==> src/rtl/i2c_pkg.sv <==
// Shared types and constants for the I2C slave
// protocol sequencer.
package i2c_pkg;

  typedef enum logic [3:0] {
    IDLE,
    ADDR,
    ADDR_ACK,
    NOMATCH,
    RX_BYTE,
    RX_ACK,
    TX_BYTE,
    TX_ACK,
    WAIT_STOP
  } i2c_state_t;

  localparam logic       ACK       = 1'b0;
  localparam logic       NACK      = 1'b1;
  localparam logic [3:0] BYTE_BITS = 4'd8;

endpackage

==> src/rtl/i2c_shift_reg.sv <==
// 8-bit MSB-first shift register with parallel load,
// serial shift-in and shift-out enables.
module i2c_shift_reg (
  input  logic       clk,
  input  logic       rst_i,
  input  logic       load_i,
  input  logic [7:0] din_i,
  input  logic       shift_in_en_i,
  input  logic       shift_out_en_i,
  input  logic       sin_i,
  output logic [7:0] q_o
);

  logic [7:0] q_q;

  // Load has priority; shift-out pads with zero.
  always_ff @(posedge clk or posedge rst_i) begin
    if (rst_i)
      q_q <= '0;
    else if (load_i)
      q_q <= din_i;
    else if (shift_in_en_i)
      q_q <= {q_q[6:0], sin_i};
    else if (shift_out_en_i)
      q_q <= {q_q[6:0], 1'b0};
  end

  assign q_o = q_q;

endmodule

==> src/rtl/i2c_slave_controller.sv <==
// Slave-side I2C sequencer: address match, ACK/NACK,
// byte receive into RX FIFO and transmit from TX FIFO.
module i2c_slave_controller
  import i2c_pkg::*;
#(
  parameter logic [6:0] SLAVE_ADDR = 7'h3C,
  parameter logic [7:0] IDLE_BYTE  = 8'hFF
) (
  input  logic       clk,
  input  logic       n_rst,
  input  logic       rising_edge_found,
  input  logic       falling_edge_found,
  input  logic       start_found,
  input  logic       stop_found,
  input  logic       sda_in,
  input  logic       rx_full,
  input  logic       tx_empty,
  input  logic [7:0] tx_data,
  output logic       sda_out_en,
  output logic       sda_out,
  output logic [7:0] rx_data,
  output logic       rx_write,
  output logic       tx_read,
  output logic       rw_mode,
  output logic       busy
);

  i2c_state_t state_q, state_d;
  logic [3:0] cnt_q, cnt_d;
  logic       rw_q, rw_d;
  logic       en_q, en_d;
  logic       sda_q, sda_d;
  logic [7:0] rxd_q, rxd_d;
  logic       wr_q, wr_d;
  logic       rd_q, rd_d;
  logic       pend_q, pend_d;
  logic       ok_q, ok_d;
  logic       ack_q, ack_d;

  logic       rise, fall, ok_now;
  logic       load, sh_in, sh_out;
  logic [7:0] ld_val, sh;

  // Simultaneous edges are a front-end error: drop both.
  assign rise   = rising_edge_found & ~falling_edge_found;
  assign fall   = falling_edge_found & ~rising_edge_found;
  assign ld_val = tx_empty ? IDLE_BYTE : tx_data;
  assign ok_now = pend_q ? ~rx_full : ok_q;

  i2c_shift_reg u_sh (
    .clk           (clk),
    .rst_i         (n_rst),
    .load_i        (load),
    .din_i         (ld_val),
    .shift_in_en_i (sh_in),
    .shift_out_en_i(sh_out),
    .sin_i         (sda_in),
    .q_o           (sh)
  );

  // Next-state, counter and output decode.
  always_comb begin
    state_d = state_q;
    cnt_d   = cnt_q;
    rw_d    = rw_q;
    en_d    = en_q;
    sda_d   = sda_q;
    rxd_d   = rxd_q;
    wr_d    = 1'b0;
    rd_d    = 1'b0;
    pend_d  = 1'b0;
    ok_d    = ok_q;
    ack_d   = ack_q;
    load    = 1'b0;
    sh_in   = 1'b0;
    sh_out  = 1'b0;
    if (start_found) begin
      state_d = ADDR;
      cnt_d   = '0;
      en_d    = 1'b0;
      ack_d   = 1'b0;
    end else if (stop_found) begin
      state_d = IDLE;
      en_d    = 1'b0;
    end else begin
      unique case (state_q)
        ADDR: begin
          if (rise && cnt_q < BYTE_BITS) begin
            sh_in = 1'b1;
            cnt_d = cnt_q + 4'd1;
          end
          if (fall && cnt_q == BYTE_BITS) begin
            if (sh[7:1] == SLAVE_ADDR) begin
              rw_d    = sh[0];
              en_d    = 1'b1;
              sda_d   = ACK;
              state_d = ADDR_ACK;
            end else begin
              state_d = NOMATCH;
            end
          end
        end
        ADDR_ACK: begin
          if (fall) begin
            cnt_d = '0;
            if (!rw_q) begin
              en_d    = 1'b0;
              state_d = RX_BYTE;
            end else begin
              load    = 1'b1;
              rd_d    = ~tx_empty;
              en_d    = 1'b1;
              sda_d   = ld_val[7];
              state_d = TX_BYTE;
            end
          end
        end
        RX_BYTE: begin
          if (rise && cnt_q < BYTE_BITS) begin
            sh_in  = 1'b1;
            cnt_d  = cnt_q + 4'd1;
            pend_d = (cnt_q == BYTE_BITS - 4'd1);
          end
          if (pend_q) begin
            rxd_d = sh;
            wr_d  = ~rx_full;
            ok_d  = ~rx_full;
          end
          if (fall && cnt_q == BYTE_BITS) begin
            state_d = RX_ACK;
            en_d    = ok_now;
            sda_d   = ACK;
          end
        end
        RX_ACK: begin
          if (fall) begin
            en_d    = 1'b0;
            cnt_d   = '0;
            state_d = RX_BYTE;
          end
        end
        TX_BYTE: begin
          if (fall) begin
            cnt_d = cnt_q + 4'd1;
            if (cnt_q == BYTE_BITS - 4'd1) begin
              en_d    = 1'b0;
              ack_d   = 1'b0;
              state_d = TX_ACK;
            end else begin
              sh_out = 1'b1;
              sda_d  = sh[6];
            end
          end
        end
        TX_ACK: begin
          if (rise) begin
            if (sda_in == NACK)
              state_d = WAIT_STOP;
            else
              ack_d = 1'b1;
          end
          if (fall && ack_q) begin
            load    = 1'b1;
            rd_d    = ~tx_empty;
            en_d    = 1'b1;
            sda_d   = ld_val[7];
            cnt_d   = '0;
            ack_d   = 1'b0;
            state_d = TX_BYTE;
          end
        end
        default: ;
      endcase
    end
  end

  // State and registered outputs; reset releases SDA at once.
  always_ff @(posedge clk or posedge n_rst) begin
    if (n_rst) begin
      state_q <= IDLE;
      cnt_q   <= '0;
      rw_q    <= 1'b0;
      en_q    <= 1'b0;
      sda_q   <= 1'b0;
      rxd_q   <= '0;
      wr_q    <= 1'b0;
      rd_q    <= 1'b0;
      pend_q  <= 1'b0;
      ok_q    <= 1'b0;
      ack_q   <= 1'b0;
    end else begin
      state_q <= state_d;
      cnt_q   <= cnt_d;
      rw_q    <= rw_d;
      en_q    <= en_d;
      sda_q   <= sda_d;
      rxd_q   <= rxd_d;
      wr_q    <= wr_d;
      rd_q    <= rd_d;
      pend_q  <= pend_d;
      ok_q    <= ok_d;
      ack_q   <= ack_d;
    end
  end

  assign sda_out_en = en_q;
  assign sda_out    = sda_q;
  assign rx_data    = rxd_q;
  assign rx_write   = wr_q;
  assign tx_read    = rd_q;
  assign rw_mode    = rw_q;
  assign busy       = (state_q != IDLE);

endmodule

==> config.mk <==
export PLATFORM = sky130hd
export DESIGN_NAME = i2c_slave_controller
export DESIGN_NICKNAME = d
export VERILOG_FILES = /design/src/rtl/i2c_pkg.sv /design/src/rtl/i2c_shift_reg.sv /design/src/rtl/i2c_slave_controller.sv
export SDC_FILE = /design/constraint.sdc
export NUM_CORES = 1
export LEC_CHECK = 0
export ABC_AREA = 0
export CAP_MARGIN = 10
export CORE_ASPECT_RATIO = 1.25
export CORE_UTILIZATION = 46
export CTS_CLUSTER_DIAMETER = 80
export DETAILED_ROUTE_END_ITERATION = 7
export PLACE_DENSITY_LB_ADDON = 0.3
export RECOVER_POWER = 25
export SYNTH_ARGS = -nofsm -noshare
export SYNTH_HDL_FRONTEND = slang
export SYNTH_SLANG_ARGS = --single-unit
==> constraint.sdc <==
create_clock -name clk -period 6.3 [get_ports clk]
set_clock_uncertainty 0.2 [all_clocks]
set_input_delay 1.575 -clock clk [delete_from_list [all_inputs] [get_ports clk]]
set_output_delay 1.575 -clock clk [all_outputs]
set_load 0.005 [all_outputs]
==> run summary <==
Outcome = finished, violations left
Violated checks = max-capacitance violations, max-slew violations
Cts bufs inserted = 5
Total number of vias = 1743
# IOs = 31
Layout cell share with drive strength beyond 1 = 11.1%
Asr flop ratio synth = 100%
Simple-gate share of the synthesized area = 25.1%
Drt wl/cell = 16.2 um
Crit Path Class = input port to flop
Clock root cell = clkbuf_8
Critical Path Sink Type = flop
Min Tclk post-route = 3.78 ns
Post-synth EDFFs = 0
Antenna Violating Nets Remaining = 0
Fin. Hold Viols = 0
Die X = 60.6 um
Iteration-0 DRC Markers = 129
Synth cell types = 61
Die area = 4570 um2
Clock-pin transition on the worst setup and hold timing paths = 0.06 ns
Largest family of logic cells by synthesized area = simple AND/OR/NAND/NOR gates
Arr. time, crit path = 3.74 ns
Die Span Y = 75.3 um
Slew Viols, Final = 33
H-Tree Depth = 2
Initial Utilization = 48.2%
RSZ-0062 raised after global routing = false
Net Count, Synth = 226
Synth Warn # = 0
DRC viols = 0
Design Power = 532 uW
Cells after Synth = 207
Critical Path Start Type = input port
Largest net degree at the start of global routing = 33
Setup crit start = start_found
Required @ worst endpoint = 6.26 ns
GPL Wtd Cong = 0.926
Final nets = 252
Period utilisation layout = 59.9%
Achievable frequency = 0.265 GHz
Vias in the first global route = 1673
Reg-to-Reg Start = state_q[1]$_DFFE_PP0P_
Post-CTS setup buffers = 0
#FFs+latches synth = 32
Fin cells = 290
Rel. slew slack = -10.6%
# Max-Cap Violations = 1
Dpl hpwl = 3380 um
Worst-Skew Late Latency = 0.28 ns
Final setup vio count = 0
Hold Crit Class = flop to flop
IR drop worst, VDD = 0.000178 V
I/O Buffers = 30
Main synth FF type = dfrtp_1
DR pass1 iterations = 4
Top-count cell post-synth = dfrtp_1
Synth Cell Area = 1980 um2
Core Region = 4100 um2
Total leakage power = 0.00103 uW
Hold Crit Start = ok_q$_DFFE_PP0P_
First-pass GRT wire length = 8040 um
Hold Buf Count CTS = 0
CTS tree = done
Bufs on Longest Clock Path = 2
Syn avg cell area = 9.55 um2
Final TNS setup = 0 ns
CP Max Fanout = 10
Initial antenna violation count = 0
Routed Wire Length = 4690 um
Post-CTS Resized = 0
P&R area growth vs syn = 20.3%
Top cell type's share of synthesized area = 40.5%
Adder-cell share of the synthesized area = 1.27%
Grt total ovfl = 0
Post-synth top cells = 32 x dfrtp_1, 16 x a21oi_1, 14 x nor2_1
Post-synthesis xor/xnor area fraction = 0.886%
Inserted Diodes = 0
Placed insts = 282
Multiplexer area fraction after synthesis = 9.68%
Synth area leaders = dfrtp_1 41%, mux2_2 5.1%, mux2i_1 4.6%
Post-synth top area cell = dfrtp_1
Compound-Gate Fraction of Synth Area = 17.8%
Pwr/cell area = 224 nW/um2
# rows = 26
Clock sink total = 32
Actual slew at the worst max-slew pin = 1.66 ns
Total global-route track usage = 24.3%
Vias/cell = 6.01
Seq/Total Area, Yosys = 40.5%
==> through the flow <==
step           hold slack (ns)  util, %  instance area, um2  worst slack, ns
3_3_place_gp             0.270     55.9                2290             2.27
4_1_cts                  0.295     58.1                2380             2.53
3_5_place_dp             0.281     55.9                2290             2.23
6_report                 0.288     58.0                2380             2.52
5_1_grt                  0.327     58.0                2380             2.36
2_1_floorplan            0.250        -                1980             3.00
==> cell type report <==
cell class | instances | area (um2)
clock buffer | 8 | 90.1
timing repair buffer | 31 | 304
sequential | 32 | 801
tap | 56 | 70.1
fill | 386 | 1720
multi-input combinational | 155 | 1080
inverter | 8 | 30.0
==> layout by cell type (no fill, tap or decap), types with 4 or more instances in the layout <==
cell type / instances
nand2b_1: 4
o21ai_0: 7
inv_1: 8
nand4_1: 4
mux2i_1: 9
nand3_1: 4
mux2_2: 9
nand2_1: 11
a21oi_1: 16
dfrtp_1: 32
nor3_1: 11
clkbuf_8: 6
nor2b_1: 5
nor2_1: 14
clkdlybuf4s50_1: 29
==> per-layer routing <==
layer  share of wire, %  vias to the layer above  global-route usage (%)
li1                   -                      830                       -
met1                 43                      842                    31.0
met2                 50                       64                    40.7
met3                5.0                        7                    4.07
met4                1.9                        0                    10.1
met5                  0                        -                       0
==> sequential cells by signal (all words and copies together) (netlist names), 4 cells and up <==
register / flops
state_q: 4
rx_data: 8
cnt_q: 4
u_sh.q_o: 8
==> cells by family (layout without fill, tap and decap cells) <==
| logic type | Yosys count | count (layout) |
|---|---|---|
| AND/OR/NAND/NOR | 81 | 81 |
| AO/OA/AOI/OAI | 52 | 52 |
| flip-flops | 32 | 32 |
| buffers and inverters | 20 | 47 |
| multiplexers | 18 | 18 |
| adder cells (fa/ha/maj) | 2 | 2 |
| XOR/XNOR | 2 | 2 |
==> report_power, final <==
part / switching, uW / total (uW) / internal, uW
Clock: 71.9 / 161 / 89.0
Sequential: 33.1 / 260 / 227
Combinational: 56.8 / 111 / 54.4
Total: 162 / 532 / 370
==> worst paths after layout <==
path	to	slack (ns)	depth (start not counted)
max	rx_data[4]$_DFFE_PP0P_	2.52	4
min	ok_q$_DFFE_PP0P_	0.29	1
max reg2reg	u_sh.q_o[5]$_DFFE_PP0P_	3.75	4
min reg2reg	ok_q$_DFFE_PP0P_	0.29	1
max in group asynchronous	rx_data[6]$_DFFE_PP0P_	2.82	3
min in group asynchronous	u_sh.q_o[2]$_DFFE_PP0P_	2.11	3
==> worst max-delay path, cell delays in order <==
cell and delay (ns):
clkdlybuf4s50_1 0.61, nor2_1 0.50, nand4_1 0.57, mux2_2 0.47
Power figures use the tool's default switching activity.
